[config.mk]
export PLATFORM = sky130hd
export DESIGN_NAME = cpu_vic
export DESIGN_NICKNAME = d
export VERILOG_FILES = /design/src/rtl/cpu_vic.sv
export SDC_FILE = /design/constraint.sdc
export NUM_CORES = 1
export LEC_CHECK = 0
export CAP_MARGIN = 0
export CORE_MARGIN = 5
export CORE_UTILIZATION = 45
export CTS_CLUSTER_SIZE = 14
export DETAILED_ROUTE_END_ITERATION = 10
export PLACE_DENSITY = 0.69
export SLEW_MARGIN = 30
export SYNTH_ARGS = -nofsm -noshare
export SYNTH_HDL_FRONTEND = slang
export SYNTH_SLANG_ARGS = --single-unit
[constraint.sdc]
create_clock -name i_clk -period 5.5 [get_ports i_clk]
set_input_delay 1.65 -clock i_clk [delete_from_list [all_inputs] [get_ports i_clk]]
set_output_delay 1.65 -clock i_clk [all_outputs]
set_load 0.02 [all_outputs]
[src/rtl/cpu_vic.sv]
// Small 16-bit sequencing core with a vectored interrupt controller.
// Multi-cycle fetch/decode/mem/writeback; level requests become pending on rising edges.
module cpu_vic #(
   parameter logic [15:0] RESET_PC = 16'h2000,
   parameter int          N_IRQ    = 4,
   parameter logic [15:0] IRQ_BASE = 16'h0010
) (
   input  logic             i_clk,
   input  logic             i_rst,
   input  logic             i_ce,
   input  logic [15:0]      i_mem_read_data,
   input  logic             i_mem_ready,
   output logic             o_mem_req,
   output logic [15:0]      o_mem_addr,
   output logic [15:0]      o_mem_write_data,
   output logic             o_ram_we,
   input  logic [N_IRQ-1:0] i_irq,
   output logic [N_IRQ-1:0] o_irq_ack,
   output logic             o_halted
);

   // state    | meaning
   // S_RESET  | load reset pc, enable interrupts, clear pending
   // S_FETCH  | request instruction at pc until ready
   // S_DECODE | route to halt, memory access or writeback
   // S_MEM    | data load/store until ready
   // S_WB     | register write, pc update, interrupt entry
   // S_HALT   | stopped until an enabled interrupt is pending
   typedef enum logic [2:0] {S_RESET, S_FETCH, S_DECODE, S_MEM, S_WB, S_HALT} state_t;

   state_t           state, state_nxt;
   logic [15:0]      pc, ir, mem_data, int_ret_pc;
   logic             int_enable;
   logic [N_IRQ-1:0] pending, irq_prev;
   logic [15:0]      regs [16];

   logic [3:0]  opcode, rd_idx, rs_idx, rt_idx;
   logic [7:0]  imm;
   logic [15:0] rd_val, rs_val, rt_val, r12, r13;
   logic [15:0] pc_inc, br_target, data_addr, alu_out, next_pc, reg_wdata, irq_vector;
   logic        reg_we, is_reti, is_store, irq_any, take_irq;
   logic [2:0]  irq_sel;

   assign opcode    = ir[15:12];
   assign rd_idx    = ir[11:8];
   assign rs_idx    = ir[7:4];
   assign rt_idx    = ir[3:0];
   assign imm       = ir[7:0];
   assign rd_val    = regs[rd_idx];
   assign rs_val    = regs[rs_idx];
   assign rt_val    = regs[rt_idx];
   assign r12       = regs[12];
   assign r13       = regs[13];
   assign pc_inc    = pc + 16'd1;
   assign br_target = {r12[7:0], imm};
   assign data_addr = (opcode == 4'h8 || opcode == 4'h9) ? {r13[7:0], imm} : rt_val;
   assign is_reti   = (opcode == 4'hE) && (rd_idx == 4'h0);
   assign is_store  = (opcode == 4'h9) || (opcode == 4'hB);

   always_comb begin
      alu_out = 16'h0000;
      case (opcode[2:0])
         3'd1:    alu_out = rs_val + rt_val;
         3'd2:    alu_out = rs_val - rt_val;
         3'd3:    alu_out = rs_val & rt_val;
         3'd4:    alu_out = rs_val | rt_val;
         3'd5:    alu_out = rs_val ^ rt_val;
         3'd6:    alu_out = rs_val << rt_val[3:0];
         default: alu_out = 16'h0000;
      endcase
   end

   always_comb begin
      next_pc   = pc_inc;
      reg_we    = 1'b0;
      reg_wdata = alu_out;
      case (opcode)
         4'h1, 4'h2, 4'h3, 4'h4, 4'h5, 4'h6: reg_we = 1'b1;
         4'h7: begin
            reg_we    = 1'b1;
            reg_wdata = {8'h00, imm};
         end
         4'h8, 4'hA: begin
            reg_we    = 1'b1;
            reg_wdata = mem_data;
         end
         4'hC: if (rd_val == 16'h0000) next_pc = br_target;
         4'hD: if ($signed(rd_val) > 16'sd0) next_pc = br_target;
         4'hE: next_pc = is_reti ? int_ret_pc : rd_val;
         4'hF: begin
            reg_we    = 1'b1;
            reg_wdata = pc_inc;
            next_pc   = br_target;
         end
         default: ;
      endcase
   end

   always_comb begin
      irq_sel = 3'd0;
      for (int k = N_IRQ - 1; k >= 0; k--)
         if (pending[k]) irq_sel = 3'(k);
   end

   assign irq_any    = |pending;
   assign irq_vector = IRQ_BASE + {13'd0, irq_sel};
   // RETI never takes an interrupt in its own writeback; the next one will.
   assign take_irq   = i_ce && !i_rst && int_enable && irq_any &&
                       ((state == S_WB && !is_reti) || state == S_HALT);

   always_comb begin
      o_irq_ack = '0;
      for (int k = 0; k < N_IRQ; k++)
         o_irq_ack[k] = take_irq && (irq_sel == 3'(k));
   end

   always_comb begin
      state_nxt = state;
      case (state)
         S_RESET:  state_nxt = S_FETCH;
         S_FETCH:  if (i_mem_ready) state_nxt = S_DECODE;
         S_DECODE: begin
            if (opcode == 4'h0)           state_nxt = S_HALT;
            else if (opcode[3:2] == 2'b10) state_nxt = S_MEM;
            else                          state_nxt = S_WB;
         end
         S_MEM:    if (i_mem_ready) state_nxt = S_WB;
         S_WB:     state_nxt = S_FETCH;
         S_HALT:   if (take_irq) state_nxt = S_FETCH;
         default:  state_nxt = S_RESET;
      endcase
   end

   // No bus activity in cycles where the core is frozen or being reset.
   assign o_mem_req        = (state == S_FETCH || state == S_MEM) && i_ce && !i_rst;
   assign o_mem_addr       = (state == S_FETCH) ? pc : (state == S_MEM) ? data_addr : 16'h0000;
   assign o_ram_we         = (state == S_MEM) && is_store && i_ce && !i_rst;
   assign o_mem_write_data = rd_val;
   assign o_halted         = (state == S_HALT);

   always_ff @(posedge i_clk) begin
      if (i_rst) begin
         state    <= S_RESET;
         pending  <= '0;
         irq_prev <= i_irq;
      end else if (i_ce) begin
         state    <= state_nxt;
         irq_prev <= i_irq;
         pending  <= (pending | (i_irq & ~irq_prev)) & ~o_irq_ack;
         case (state)
            S_RESET: begin
               pc         <= RESET_PC;
               int_enable <= 1'b1;
               pending    <= '0;
            end
            S_FETCH: if (i_mem_ready) ir <= i_mem_read_data;
            S_MEM:   if (i_mem_ready) mem_data <= i_mem_read_data;
            S_WB: begin
               if (take_irq) begin
                  int_ret_pc <= next_pc;
                  pc         <= irq_vector;
                  int_enable <= 1'b0;
               end else begin
                  pc <= next_pc;
                  if (is_reti) int_enable <= 1'b1;
               end
            end
            S_HALT: begin
               if (take_irq) begin
                  int_ret_pc <= pc_inc;
                  pc         <= irq_vector;
                  int_enable <= 1'b0;
               end
            end
            default: ;
         endcase
      end
   end

   always_ff @(posedge i_clk) begin
      if (!i_rst && i_ce && state == S_WB && reg_we)
         regs[rd_idx] <= reg_wdata;
   end

endmodule

==> results of run 1 <==
-- layout make-up --
class | instances | area [um^2]
Tap cell | 615 | 769
Inverter | 51 | 191
Clock inverter | 24 | 250
Sequential cell | 344 | 10200
Multi-Input combinational cell | 1162 | 10700
Clock buffer | 50 | 1040
Timing Repair Buffer | 240 | 2080
Fill cell | 3898 | 22300
-- Yosys cell counts, types with 39 or more instances --
cell	n	area, um^2
ha_1	51	638
nand3_1	39	195
edfxtp_1	325	9760
mux4_2	193	4350
clkbuf_1	74	278
o21ai_0	90	450
a22oi_1	92	691
a21oi_1	63	315
nor2_1	122	458
nand2_1	147	552
inv_1	49	184
-- power by group through the flow --
| stage | combinational (uW) | sequential (uW) | clock, uW |
|---|---|---|---|
| after floorplan | 367 | 2950 | 0 |
| after global placement | 607 | 2950 | 0 |
| after detailed placement | 619 | 2950 | 0 |
| after CTS | 623 | 2900 | 2660 |
| after global routing | 676 | 2900 | 2780 |
| final | 635 | 2900 | 2630 |
-- routing by layer --
layer	wire length, um	global-route usage [%]	up-vias	part of all wire [%]
met3	8410	6.36	232	12
met4	4150	13.0	0	5.7
met5	0	0	-	0
met1	25900	34.6	8329	36
li1	-	-	7055	-
met2	33700	43.3	1170	47
-- cells by family (layout without fill, tap and decap cells) --
family                   Yosys count  in the layout  synth area share, %
multiplexers                     249            249                 23.0
XOR/XNOR                          42             42                 1.71
AND/OR/NAND/NOR                  432            432                 9.39
AO/OA/AOI/OAI                    387            387                 12.2
buffers and inverters            165            365                 3.38
adder cells (fa/ha/maj)           52             52                 3.07
flip-flops                       344            344                 47.2
-- registers in the layout, summed over array words and instances (netlist names), named ones only --
name        count
regs          256
irq_prev        4
pending         4
ir             16
state           3
mem_data       16
pc             16
int_enable      1
int_ret_pc     16
-- worst reg2reg max path, stage by stage, from the launching register on --
cell and delay [ns]:
dfxtp_4 0.38, buf_12 0.17, mux4_2 0.52, a22oi_1 0.28, nand2_1 0.15, nor4_2 0.63
nand3_1 0.29, o41a_1 0.39, xnor2_1 0.15, ha_1 0.36, nand4_1 0.11, o211a_1 0.25
a31oi_1 0.25, buf_4 0.16, a31oi_1 0.09, buf_4 0.16, and3_1 0.16, mux2i_1 0.13
a32oi_1 0.11, buf_4 0.21
-- worst paths after layout --
path,endpoint,slack (ns)
worst min register to register,pending[0],0.56
worst max-delay path,o_mem_addr[14],0.09
worst max register to register,regs[0][15],0.27
worst min-delay path,pending[0],0.56
-- timing repair --
item	4_1_cts	5_1_grt
endpoints found under the hold margin	0	0
endpoints found under the setup margin	1	87
buffers inserted	0	2
resized for setup	1	8
-- through the flow --
| step | TNS, ns | cells | instance area [um^2] | utilization (%) |
|---|---|---|---|---|
| after floorplan | 0 | 1671 | 21500 | - |
| after global placement | -3.51 | 2410 | 23800 | 50.3 |
| after detailed placement | 0 | 2410 | 23900 | 50.3 |
| after CTS | 0 | 2484 | 25100 | 53.0 |
| after global routing | 0 | 2486 | 25200 | 53.1 |
| final | 0 | 2486 | 25200 | 53.1 |
==> summary.md, run 1 <==
| Metric | Value |
|---|---|
| CP Class | `register to primary output` |
| Synthesized cell area | `0.0215 mm^2` |
| Num CTS Buffers | `40` |
| Comb pwr share | `10.3%` |
| Largest net degree at the start of global routing | `65` |
| Slew HR | `34.8%` |
| Leakage power | `0.00887 uW` |
| Tcrit/Tclk final | `98.3%` |
| Max-cap violations | `0` |
| Final hold viol count | `0` |
| FF+latch count, synth | `344` |
| Data arrival time of the worst path | `3.76 ns` |
| Internal | `4650 uW` |
| RSZ-0062 raised after global routing | `no` |
| TritonCTS clock tree | `built` |
| Min Tclk post-route | `5.41 ns` |
| CTS max path bufs | `3` |
| Clock root cell | `clkbuf_16` |
| FMAX | `0.185 GHz` |
| Warnings from Yosys | `0` |
| First-pass DRT Iterations | `6` |
| PnR worst setup slack | `0.0935 ns` |
| Synth Flop Type | `edfxtp_1` |
| CP Depth | `10` |
| Worst Setup Start Kind | `register` |
| Layout cells sized above 1 | `26.6%` |
| Chip Height | `228 um` |
| Worst reg-to-reg path cell count | `19` |
| Worst hold slack | `0.562 ns` |
| Setup crit end kind | `primary output` |
| Switching power | `1520 uW` |
| Final setup violation count | `0` |
| Initial antenna violation count | `0` |
| Overall power | `6170 uW` |
| Vias post-DR | `16800` |
| Die X | `228 um` |
| Layout area overhead | `17.4%` |
| Worst Path Max Fanout | `14` |
| Nets@finish | `1915` |
| Sequential share of power | `47.0%` |
| First-pass GRT wire length | `106000 um` |
| Vias in the first global route | `16600` |
| Hpwl dp | `50200 um` |
| Core area | `0.0474 mm^2` |
| Cts hold-fix bufs | `0` |
| Worst path buffer plus inverter count | `4` |
| Crit path largest cell delay | `0.62 ns` |
| Sequential fraction of the synthesis area | `47.2%` |
| Number of synthesized flops with an enable pin | `325` |
| Hold depth | `3` |
| Most frequent cells in the layout | `edfxtp_1, mux4_2, buf_4, nand2_1, nor2_1` |
| Hold path start | `irq_prev[0]` |
| Die area | `0.0522 mm^2` |
| Yosys cell types | `76` |
| Port-buffer cells | `62` |
| Worst-Margin Slew | `0.978 ns` |
| Grt ovf | `0` |
| Worst-path clk slew | `0.06 ns` |
| Clock skew | `0.0269 ns` |
| Post-DR wirelength/cell | `29.0 um` |
| I/O pin count | `63` |
| Slew Limit Fails | `0` |
| CTS H-Tree Depth | `2` |
| Initial drt markers | `2649` |
| CP max-delay cell | `clkdlybuf4s50_1` |
| CP cell instances | `buf_12 -> buf_4 -> mux4_2 -> a22oi_1 -> nand2_1 -> inv_1 -> nor2_1 -> a21oi_1 -> o21ai_0 -> clkdlybuf4s50_1` |
| Sw frac | `24.6%` |
| Total wire length | `72100 um` |
| Avg Cell Area, Syn | `12.8 um^2` |
| Antenna Cells | `0` |
| Residual DRC count | `0` |
| Most common cell after layout, fill and taps aside | `edfxtp_1` |
| Pre-CTS setup slack | `0.0802 ns` |
| Critical Path RT | `3.85 ns` |
| Ys async rst share | `0%` |
| GPL Wtd Cong | `0.980` |
| Clock power frac | `42.7%` |
| Pwr/cell area | `245 mW/mm^2` |
| Initial Util | `45.2%` |
| Worst hold-check path type | `register to register` |
| Core Rows | `80` |
| Worst-Skew Late Latency | `0.58 ns` |
| Vias/cell | `6.75` |
| Gate Count Post-Synth | `1671` |
| Syn Nets | `1747` |
| Final ANT Viol Nets | `0` |
| GRT Total Usage | `26.9%` |
| Clock sinks | `344` |
| Status | `finished clean` |
| Max IR drop VDD | `0.194 mV` |
| Top delay family on crit path | `buffers and inverters` |
No activity file was read; power rests on OpenSTA's default activity.
==> run 2: changes to the inputs <==
--- a/config.mk
+++ b/config.mk
@@ -5,13 +5,16 @@
 export SDC_FILE = /design/constraint.sdc
 export NUM_CORES = 1
 export LEC_CHECK = 0
+export ABC_CLOCK_PERIOD_IN_PS = 5500
 export CAP_MARGIN = 0
 export CORE_MARGIN = 5
 export CORE_UTILIZATION = 45
 export CTS_CLUSTER_SIZE = 14
 export DETAILED_ROUTE_END_ITERATION = 10
+export HOLD_SLACK_MARGIN = 0.08
 export PLACE_DENSITY = 0.69
 export SLEW_MARGIN = 30
 export SYNTH_ARGS = -nofsm -noshare
 export SYNTH_HDL_FRONTEND = slang
 export SYNTH_SLANG_ARGS = --single-unit
+export TNS_END_PERCENT = 5
==> run 2 against run 1 <==
  * Fmax shrank 0.58%
  * Cell count barely moved
  * Highest routed layer unchanged
  * Combinational power about the same
  * Largest power group unchanged
  * Clock-buffer cell count unchanged
==> summary.md, run 2 (synthesized netlist as in run 1, its figures left out) <==
| Metric | Value |
|---|---|
| GRT Total Usage | `26.9% (unchanged)` |
| Initial drt markers | `2495 (-5.8%)` |
| CP max-delay cell | `clkdlybuf4s50_1` |
| Vias in the first global route | `16600 (unchanged)` |
| Status | `finished clean` |
| Initial antenna violation count | `0 (unchanged)` |
| Layout area overhead | `17.3% (about the same)` |
| Nets@finish | `1913 (-0.10%)` |
| Clock sinks | `344 (unchanged)` |
| Tcrit/Tclk final | `98.9% (+0.57 points)` |
| Pwr/cell area | `245 mW/mm^2 (+0.12%)` |
| Fillers | `3905 (+0.18%)` |
| First-pass DRT Iterations | `7 (+1)` |
| CP Class | `input port to primary output` |
| Final setup violation count | `0 (unchanged)` |
| Hpwl dp | `50200 um (unchanged)` |
| CTS max path bufs | `3 (unchanged)` |
| M1 wire length | `25500 um (-1.3%)` |
| Most common cell after layout, fill and taps aside | `edfxtp_1` |
| Met2 WL | `33700 um (about the same)` |
| Area after DPL | `0.0239 mm^2 (unchanged)` |
| Post-CTS Setup Bufs | `0 (unchanged)` |
| Setup crit end kind | `primary output` |
| Met3 Wirelength | `8780 um (+4.4%)` |
| Min Tclk post-route | `5.44 ns (+0.0316 ns)` |
| Clock skew | `0.0261 ns (-0.000772 ns)` |
| Worst hold-check path type | `register to register` |
| Worst-Margin Slew | `0.980 ns (+0.00162 ns)` |
| Grt ovf | `0 (unchanged)` |
| Max IR drop VDD | `0.194 mV (about the same)` |
| Leakage power | `0.00888 uW (+0.12%)` |
| Worst Setup Start Kind | `input port` |
| Chip Height | `228 um (unchanged)` |
| RSZ-0062 raised after global routing | `yes` |
| TritonCTS clock tree | `built` |
| Residual DRC count | `0 (unchanged)` |
| Layout cells sized above 1 | `26.5% (-0.13 points)` |
| Port-buffer cells | `62 (unchanged)` |
| Max FFs per register | `256 (unchanged)` |
| First-pass GRT wire length | `106000 um (unchanged)` |
| Final hold viol count | `0 (unchanged)` |
| Core Rows | `80 (unchanged)` |
| Largest net degree at the start of global routing | `65 (unchanged)` |
| Register with the most flip-flops | `regs` |
| Worst Path Max Fanout | `6 (-8)` |
| Clock root cell | `clkbuf_16` |
| Slew Limit Fails | `0 (unchanged)` |
| Worst-path clk slew | `0.05 ns (about the same)` |
| Antenna Cells | `0 (unchanged)` |
| Max-cap violations | `0 (unchanged)` |
| Top cell by count, worst path | `clkdlybuf4s50_1` |
| Core area | `0.0474 mm^2 (unchanged)` |
| Num CTS Buffers | `40 (unchanged)` |
| Top Layer Used | `met4` |
| CTS H-Tree Depth | `2 (unchanged)` |
| Most frequent cells in the layout | `edfxtp_1, mux4_2, buf_4, nand2_1, nor2_1` |
| Cts hold-fix bufs | `0 (unchanged)` |
| GPL Wtd Cong | `0.980 (unchanged)` |
| Die area | `0.0522 mm^2 (unchanged)` |
| Initial Util | `45.2% (unchanged)` |
| Worst-Skew Late Latency | `0.58 ns (about the same)` |
| Post-DR wirelength/cell | `29.0 um (+0.11%)` |
| Vias post-DR | `16800 (+0.21%)` |
| Total wire length | `72200 um (about the same)` |
| Die X | `228 um (unchanged)` |
| Worst R2R Setup Slack | `0.24 ns (-0.03 ns)` |
| Post-route cell area | `0.0252 mm^2 (about the same)` |
| Final ANT Viol Nets | `0 (unchanged)` |
| Vias/cell | `6.77 (+0.30%)` |
| Overall power | `6170 uW (about the same)` |
| I/O pin count | `63 (unchanged)` |
| Slew HR | `34.7% (-0.11 points)` |
| CP cell instances | `clkdlybuf4s50_1 -> nor2b_1 -> nand2_1 -> a21oi_1 -> o211ai_1 -> nor3b_1 -> clkdlybuf4s50_1` |
| Critical Path RT | `3.85 ns (about the same)` |
| Data arrival time of the worst path | `3.79 ns (+0.03 ns)` |
| Crit path largest cell delay | `0.67 ns (+0.05 ns)` |
| FMAX | `0.184 GHz (-0.58%)` |
==> run 2: cell count changes in the layout (fill, tap and decap cells not counted), sizes merged <==
cell and change:
buf -2, dlymetal6s2s +1, clkdlybuf4s50 -1
==> run 2: where the power goes <==
group	switching (uW)	internal [uW]
registers	21.0	2880
clock network	1130	1500
logic	372	263
==> run 2: critical path: cells and delay by family <==
family,cells,cell delay (ns)
AND/OR/NAND/NOR,3,0.60
AO/OA/AOI/OAI,2,0.40
buffers and inverters,2,1.14
==> run 2: final cells by class <==
cell class                      count  area [um^2]  share of cell area [%]
Multi-Input combinational cell   1162        10700                    42.5
Sequential cell                   344        10200                    40.3
Timing Repair Buffer              238         2070                    8.21
Clock buffer                       50         1040                    4.13
Tap cell                          615          769                    3.06
Clock inverter                     24          250                   0.994
Inverter                           51          191                   0.761
==> run 2: worst paths after layout <==
kind | startpoint | endpoint | cells past startpoint
worst min-delay path | irq_prev[0] | pending[0] | 3
worst max register to register | register | regs[0][15] | 19
worst max-delay path | i_ce | o_irq_ack[1] | 7
worst min register to register | irq_prev[0] | pending[0] | 3
==> run 2: timing repair <==
action                     CTS  global route
cloned                       0             0
setup endpoints to repair    1            87
resized for setup            1             8
==> run 2: through the flow <==
| step | setup WS, ns | instances | hold slack [ns] | util [%] | TNS (ns) |
|---|---|---|---|---|---|
| finish | 0.0618 | 2484 | 0.560 | 53.0 | 0 |
| detailed placement | 0.0802 | 2410 | 0.549 | 50.3 | 0 |
| CTS | 0.0172 | 2484 | 0.562 | 53.0 | 0 |
| global route | -0.102 | 2484 | 0.624 | 53.0 | -0.102 |
| floorplan | 0.360 | 1671 | 0.490 | - | 0 |
| global placement | -0.188 | 2410 | 0.532 | 50.3 | -3.51 |
==> run 2: metal layers <==
layer	GRT usage (%)	vias to the layer above
li1	-	7064
met2	43.3	1216
met3	6.36	243
met5	0	-
met1	34.6	8299
met4	13.0	0
